--- src/rtl/scc_wave_scheduler.sv ---
// SCC wave scheduler: time-multiplexes one wave RAM port between five tone
// channels (slots 0..4) and a CPU bus slot (slot 5). Each channel fetch is
// returned as a registered sample; CPU accesses are parked until slot 5.
module scc_wave_scheduler (
    input  logic       clk,
    input  logic       reset,
    input  logic       clk_en,
    input  logic       scc_plus,
    output logic [2:0] active,
    output logic       gen_enable,
    input  logic [4:0] wave_address,
    output logic [7:0] ram_addr,
    output logic       ram_we,
    output logic [7:0] ram_wdata,
    input  logic [7:0] ram_rdata,
    input  logic       bus_req,
    input  logic       bus_wr,
    input  logic [7:0] bus_addr,
    input  logic [7:0] bus_wdata,
    output logic       bus_ack,
    output logic [7:0] bus_rdata,
    output logic       sample_valid,
    output logic [2:0] sample_ch,
    output logic [7:0] sample
);

    typedef enum logic [2:0] {
        S_IDLE    = 3'd0,
        S_WAIT    = 3'd1,
        S_ACCESS  = 3'd2,
        S_DONE    = 3'd3,
        S_ACK     = 3'd4,
        S_RELEASE = 3'd5
    } bus_state_t;

    localparam logic [2:0] BUS_SLOT = 3'd5;

    // Address lies inside the 160-byte wave RAM.
    function automatic logic addr_in_ram(input logic [7:0] addr);
        return (addr < 8'd160);
    endfunction

    // Writes to the 128..159 region are only honoured in SCC+ mode.
    function automatic logic write_allowed(input logic [7:0] addr, input logic plus);
        return addr_in_ram(addr) && (plus || (addr < 8'd128));
    endfunction

    logic [2:0]  r_slot;
    bus_state_t  r_state;
    bus_state_t  w_next_state;
    logic        r_wr;
    logic [7:0]  r_addr;
    logic [7:0]  r_wdata;
    logic [7:0]  r_bus_rdata;
    logic        r_pend;
    logic [2:0]  r_pend_ch;
    logic        r_sample_valid;
    logic [2:0]  r_sample_ch;
    logic [7:0]  r_sample;
    logic [7:0]  w_chan_base;
    logic [7:0]  w_chan_addr;

    assign active       = r_slot;
    assign gen_enable   = clk_en;
    assign bus_ack      = (r_state == S_ACK);
    assign bus_rdata    = r_bus_rdata;
    assign sample_valid = r_sample_valid;
    assign sample_ch    = r_sample_ch;
    assign sample       = r_sample;

    // Slot counter: advances 0..5 and wraps on each clk_en strobe.
    always_ff @(posedge clk or posedge reset) begin
        if (reset) begin
            r_slot <= 3'd0;
        end else if (clk_en) begin
            r_slot <= (r_slot == BUS_SLOT) ? 3'd0 : (r_slot + 3'd1);
        end else begin
            r_slot <= r_slot;
        end
    end

    // Per-channel table base; channel E shares channel D's table outside SCC+ mode.
    always_comb begin
        w_chan_base = 8'd0;
        case (r_slot)
            3'd0:    w_chan_base = 8'd0;
            3'd1:    w_chan_base = 8'd32;
            3'd2:    w_chan_base = 8'd64;
            3'd3:    w_chan_base = 8'd96;
            3'd4:    w_chan_base = scc_plus ? 8'd128 : 8'd96;
            default: w_chan_base = 8'd0;
        endcase
        w_chan_addr = w_chan_base + {3'b000, wave_address};
    end

    // RAM port mux: the CPU owns the port only in ACCESS; write strobe never leaves ACCESS.
    always_comb begin
        ram_addr  = 8'd0;
        ram_we    = 1'b0;
        ram_wdata = 8'd0;
        if (r_state == S_ACCESS) begin
            ram_addr = r_addr;
            if (r_wr && write_allowed(r_addr, scc_plus)) begin
                ram_we    = 1'b1;
                ram_wdata = r_wdata;
            end else begin
                ram_we    = 1'b0;
                ram_wdata = 8'd0;
            end
        end else if (r_slot != BUS_SLOT) begin
            ram_addr = w_chan_addr;
        end else begin
            ram_addr = 8'd0;
        end
    end

    // Bus FSM state register.
    always_ff @(posedge clk or posedge reset) begin
        if (reset) begin
            r_state <= S_IDLE;
        end else begin
            r_state <= w_next_state;
        end
    end

    // Bus FSM next-state: one RAM access per request, served in the bus slot.
    always_comb begin
        w_next_state = r_state;
        case (r_state)
            S_IDLE:    w_next_state = bus_req ? S_WAIT : S_IDLE;
            S_WAIT:    w_next_state = (r_slot == BUS_SLOT) ? S_ACCESS : S_WAIT;
            S_ACCESS:  w_next_state = S_DONE;
            S_DONE:    w_next_state = S_ACK;
            S_ACK:     w_next_state = S_RELEASE;
            S_RELEASE: w_next_state = bus_req ? S_RELEASE : S_IDLE;
            default:   w_next_state = S_IDLE;
        endcase
    end

    // Latch the CPU request when it is accepted out of IDLE.
    always_ff @(posedge clk or posedge reset) begin
        if (reset) begin
            r_wr    <= 1'b0;
            r_addr  <= 8'd0;
            r_wdata <= 8'd0;
        end else if ((r_state == S_IDLE) && bus_req) begin
            r_wr    <= bus_wr;
            r_addr  <= bus_addr;
            r_wdata <= bus_wdata;
        end else begin
            r_wr    <= r_wr;
            r_addr  <= r_addr;
            r_wdata <= r_wdata;
        end
    end

    // Read result: RAM data arrives in DONE; out-of-range reads return all ones.
    always_ff @(posedge clk or posedge reset) begin
        if (reset) begin
            r_bus_rdata <= 8'h00;
        end else if ((r_state == S_DONE) && !r_wr) begin
            r_bus_rdata <= addr_in_ram(r_addr) ? ram_rdata : 8'hFF;
        end else begin
            r_bus_rdata <= r_bus_rdata;
        end
    end

    // Remember which channel slot just ended; its RAM data is on ram_rdata next cycle.
    always_ff @(posedge clk or posedge reset) begin
        if (reset) begin
            r_pend    <= 1'b0;
            r_pend_ch <= 3'd0;
        end else if (clk_en && (r_slot != BUS_SLOT)) begin
            r_pend    <= 1'b1;
            r_pend_ch <= r_slot;
        end else begin
            r_pend    <= 1'b0;
            r_pend_ch <= r_pend_ch;
        end
    end

    // Capture the fetched sample and present it as a one-cycle pulse; data holds afterwards.
    always_ff @(posedge clk or posedge reset) begin
        if (reset) begin
            r_sample_valid <= 1'b0;
            r_sample_ch    <= 3'd0;
            r_sample       <= 8'h00;
        end else if (r_pend) begin
            r_sample_valid <= 1'b1;
            r_sample_ch    <= r_pend_ch;
            r_sample       <= ram_rdata;
        end else begin
            r_sample_valid <= 1'b0;
            r_sample_ch    <= r_sample_ch;
            r_sample       <= r_sample;
        end
    end

endmodule

--- config.mk ---
export PLATFORM = sky130hd
export DESIGN_NAME = scc_wave_scheduler
export DESIGN_NICKNAME = d
export VERILOG_FILES = /design/src/rtl/scc_wave_scheduler.sv
export SDC_FILE = /design/constraint.sdc
export NUM_CORES = 1
export LEC_CHECK = 0
export ABC_AREA = 1
export CAP_MARGIN = 5
export CORE_MARGIN = 2
export CORE_UTILIZATION = 30
export DETAILED_ROUTE_END_ITERATION = 10
export DONT_BUFFER_PORTS = 1
export GPL_TIMING_DRIVEN = 0
export MAX_ROUTING_LAYER = met4
export PLACE_DENSITY = 0.53
export SKIP_LAST_GASP = 1
export SYNTH_ARGS = -nofsm -noshare
export SYNTH_HDL_FRONTEND = slang
export SYNTH_SLANG_ARGS = --single-unit
--- constraint.sdc ---
create_clock -name clk -period 1.08 [get_ports clk]
set_input_delay 0.054 -clock clk [delete_from_list [all_inputs] [get_ports clk]]
set_output_delay 0.054 -clock clk [all_outputs]
set_load 0.01 [all_outputs]
-- After elaboration in Yosys (flattened, before gate mapping)
Cells that the tools add are included.
W data, S select, Z words.
- bits in registers: 47
- input port bits: 35
- word-level logic and storage cells: 50
- add/sub/neg operators: 2
- $lt $le $gt $ge: 2
- equal/unequal tests: 11
- multiplexer cells: 16
- reduce and logical (&&, ||, !) cells: 8
- operators by type and width (cell ; number):
    $mux W8 ; 6
    $pmux W8 S4 ; 1
    $pmux W3 S6 ; 1
    $lt A8 B8 Y1 const B ; 2
    $eq A3 B2 Y1 const B ; 4
    $eq A3 B3 Y1 const B ; 4
    $add A8 B5 Y8 ; 1
    $eq A3 B1 Y1 const B ; 2
    $mux W3 ; 2
    $logic_and A1 B1 Y1 ; 5
    $mux W1 ; 5
    $add A3 B1 Y3 const B ; 1
    $logic_not A3 Y1 ; 1
    $ne A3 B3 Y1 const B ; 1
    $mux W2 ; 1
    $logic_not A1 Y1 ; 1
    $logic_or A1 B1 Y1 ; 1

-- Depth between registers and ports, before layout
- depth in word-level cells: 6
- gate-level depth with buffers: 8

-- Least setup slack after synthesis
Ideal clock, no wire load.
- path kind: register -> output
- start: register r_state[2]
- end: output port ram_wdata[6]
- arrival: 1.133 ns
- setup slack: -0.107 ns
- cell stages (with the launch flop): 5
- buffers on the path: 1
- path through: dfrtp_1 > nor2_4 > nand2_4 > buf_6 > nor3_1
- longest elaborated chain between the ends: 2
- RTL lines (item ; RTL line ; source):
    start, declared ; 49 ; bus_state_t r_state;
    start signal, assigned ; 122 ; r_state <= w_next_state;
    $eq A3 B2 Y1 ; 101 ; if (r_state == S_ACCESS) begin
    $mux W8 ; 101 ;
    end, declared ; 14 ; output logic [7:0] ram_wdata,
Every way passes these cells.

-- Final worst setup path
- start: register r_state[0]
- end: output port ram_wdata[1]
The elaborated chain is that of the path after synthesis.

==> flow_summary_export.csv <==
group,metric,value,unit
die,row_count,30,
routing,initialDrtViolationCount,50,
pwr,static-leakage-power,1.51,nW
pwr,netsw,0.00373,W
critical_path,startpoint_type,"flip-flop",
critical_path,crit_slowest_cell,"dfrtp_1",
clock_network,cts-root-buf,"clkbuf_8",
final_layout,final_layout_size_suffix_gt1_frac,0.478,
synthesis,synth_cells,229,
routing,drt_wl_total,5980,um
grt,grt_pass1_wl,8800,um
routing,antenna_left,0,
run,max_cap_viol_count,0,
critical_path,arrival,1420,ps
synthesis,yosysWarningCount,0,
critical_path,setup.worst_path.end_class,"output pin",
pwr,internal_power,0.00499,W
grt,global_route.usage.total,0.152,
die,coreArea,0.00683,mm2
synthesis,ys_seq_elements,47,
die,die-area,0.00778,mm2
timing,headroom_to_the_max_slew_limit,0.306,
synthesis,syn_area_per_cell,9.29,um2
timing,grt_setup_unrepaired,"yes",
clock_network,cts_tree,"done",
clock_network,cts_buffers,5,
clock_network,cts.sinks,47,
clock_network,cts.clk_slew.worst_paths,90,ps
clock_network,holdBufCountCts,27,
final_layout,areaGrowthSynthToFinish,58.2,%
timing,maxSlewViolCount,0,
timing,timing.final.crit_share,1.37,
timing,timing.final.setup_violations,50,
outcome,violations_in_the_final_reports,"negative hold slack, negative setup slack",
pwr,power.ir.vdd_worst,0.857,mV
grt,grt_antenna_before_repair,1,
worst_hold_path,hold_path_class,"in -> async",
placed_design,gp_congestion,0.708,
pwr,clock_power_share,0.119,
clock_network,clock_latency,300,ps
critical_path,timing.critical_path.slowest_cell_delay,420,ps
grt,grt.overflow.total,0,
critical_path,critical_path_peak_fanout,6,
timing,clock.fmax,677,MHz
critical_path,required_time_at_the_endpoint_of_the_critical_path,1030,ps
die,effective_utilization_at_floorplan,0.311,
final_layout,mostFrequentLayoutCell,"dfrtp_1",
synthesis,synth_area,0.00213,mm2
synthesis,synth.lib_cells_used.distinct,24,
grt,largest_net_degree_at_the_start_of_global_routing,48,
timing,timing_hold_violations_final,47,
critical_path,timing.setup.critical_path_class,"reg -> out",
timing,finClkSkew,6.98,ps
routing,vias,1832,
timing,worst_slew_pin_slew,1040,ps
clock_network,cts_buffer_depth,2,
timing,hold_ws,-155,ps
pwr,combinationalPowerShare,0.510,
die,dieHeight,88.2,um
synthesis,yosysSeqAreaShare,0.553,
routing,avgViaCountPerCell,4.65,
final_layout,final_cell_mix,"dfrtp_1 (43), dlygate4sd3_1 (27), nand2_1 (23)",
routing,detail_route.first_pass.iterations,4,
pwr,powerDensity,2590,mW/mm2
timing,timing.final.crit_period,1480,ps
routing,avgRoutedWirePerCell,15.2,um
final_layout,nNetsFinal,332,
pwr,netSwitchingFraction,0.428,
die,chipWidth,88.2,um
clock_network,htree_levels,2,
timing,setup-tns-final,-12700,ps
placed_design,hpwl,3420,um
synthesis,synth_fp_nets,265,
timing,fin_ws,-398,ps
critical_path,cp_cell_sequence,"nor2_4 -> nand2_4 -> buf_12 -> nor3_4",
routing,post-route-drc-count,0,
placed_design,io_buffer_count,0,
outcome,status,"complete, but fails checks",
die,io_pins,77,
pwr,p_seq_frac,0.371,
grt,first_global_vias,1750,
## worst max-delay path: cells and delay by family, from the launching register on
| kind | cells | cell delay (ps) |
|---|---|---|
| buf+inv | 1 | 190 |
| flops | 1 | 420 |
| simple gates | 3 | 520 |
## per-layer routing
layer  track usage  part of all wire  vias to the layer above
li1              -                 -                      878
met1         0.190              0.42                      899
met2         0.241              0.52                       45
met3        0.0339             0.035                       10
met4        0.0579             0.019                        0
met5             -                 0                        -
## power by group through the flow
stage	Combinational [W]	Sequential (W)	Clock, W
after floorplan	0.00194	0.00304	0
after CTS	0.00349	0.00320	0.00107
after global placement	0.00233	0.00316	0
final	0.00444	0.00324	0.00104
after global routing	0.00479	0.00334	0.00117
after detailed placement	0.00238	0.00318	0
## flip-flops by register name (all words and copies together), names as in the netlist
signal	flops
active	3
bus_rdata	8
r_addr	8
r_pend	1
r_pend_ch	3
r_state	3
r_wdata	8
r_wr	1
sample	8
sample_ch	3
sample_valid	1
## timing repair
action	4_1_cts	5_1_grt
endpoints found under the hold margin	89	47
setup endpoints to repair	59	54
pin swaps	12	21
cloned	5	1
resized for setup	74	44
buffers inserted	12	15
## final cells by class
cell class,count,area [um2]
antenna,1,2.50
fill,663,3470
clock inverter,3,15.0
timing repair buffer,58,597
tap,96,120
buffer,8,95.1
inverter,31,131
clock buffer,5,68.8
multi-input combinational,145,1150
sequential,47,1180
## synth_stat cells
cell type,count,share of area
xor2_1,1,0.0041
inv_2,3,0.0053
mux2_2,10,0.053
nand3_2,2,0.0094
buf_6,4,0.021
ha_1,1,0.0059
inv_1,28,0.049
nand3_1,11,0.026
nor2_1,25,0.044
a21oi_2,1,0.0041
dfrtp_1,47,0.55
nand3_4,1,0.0082
o21ai_1,9,0.021
o21ai_2,2,0.0082
nor3_1,9,0.021
buf_4,2,0.0071
nand2_1,40,0.071
o21ai_0,12,0.028
o22ai_1,2,0.0059
buf_2,2,0.0047
nor2_4,2,0.011
nand4_1,1,0.0029
a21oi_1,13,0.031
nand2_4,1,0.0053
## cell families after synthesis
logic type                 count (synthesis)  synth area share
AOI/OAI and AO/OA                         39            0.0982
adders and majority gates                  1           0.00588
and+or+nand+nor                           92             0.198
DFF                                       47             0.553
muxes                                     10            0.0529
buffers and inverters                     39            0.0876
xor gates and xnor gates                   1           0.00412
## path summary, 6_finish.rpt
kind                       slack [ps]  cells past startpoint        from            to
max                              -400                      4  r_state[0]  ram_wdata[1]
min in group clk                   60                      3     bus_req    r_wdata[6]
min                              -160                      1       reset    r_wdata[5]
max reg2reg                      -290                      7   active[0]    r_state[0]
min reg2reg                       460                      0      r_pend  sample_valid
max in group asynchronous         620                      1       reset     active[2]
## metrics by stage
step                power [W]   util  cells  cell area [um2]  setup WS, ps
floorplan             0.00498      -    229             2180         -24.9
detailed placement    0.00555  0.336    325             2300          -214
finish                0.00872  0.492    394             3360          -398
CTS                   0.00777  0.446    377             3050          -389
global route          0.00930  0.492    394             3360          -477
global placement      0.00548  0.336    325             2300          -206
No activity file was read; power rests on OpenSTA's default activity.
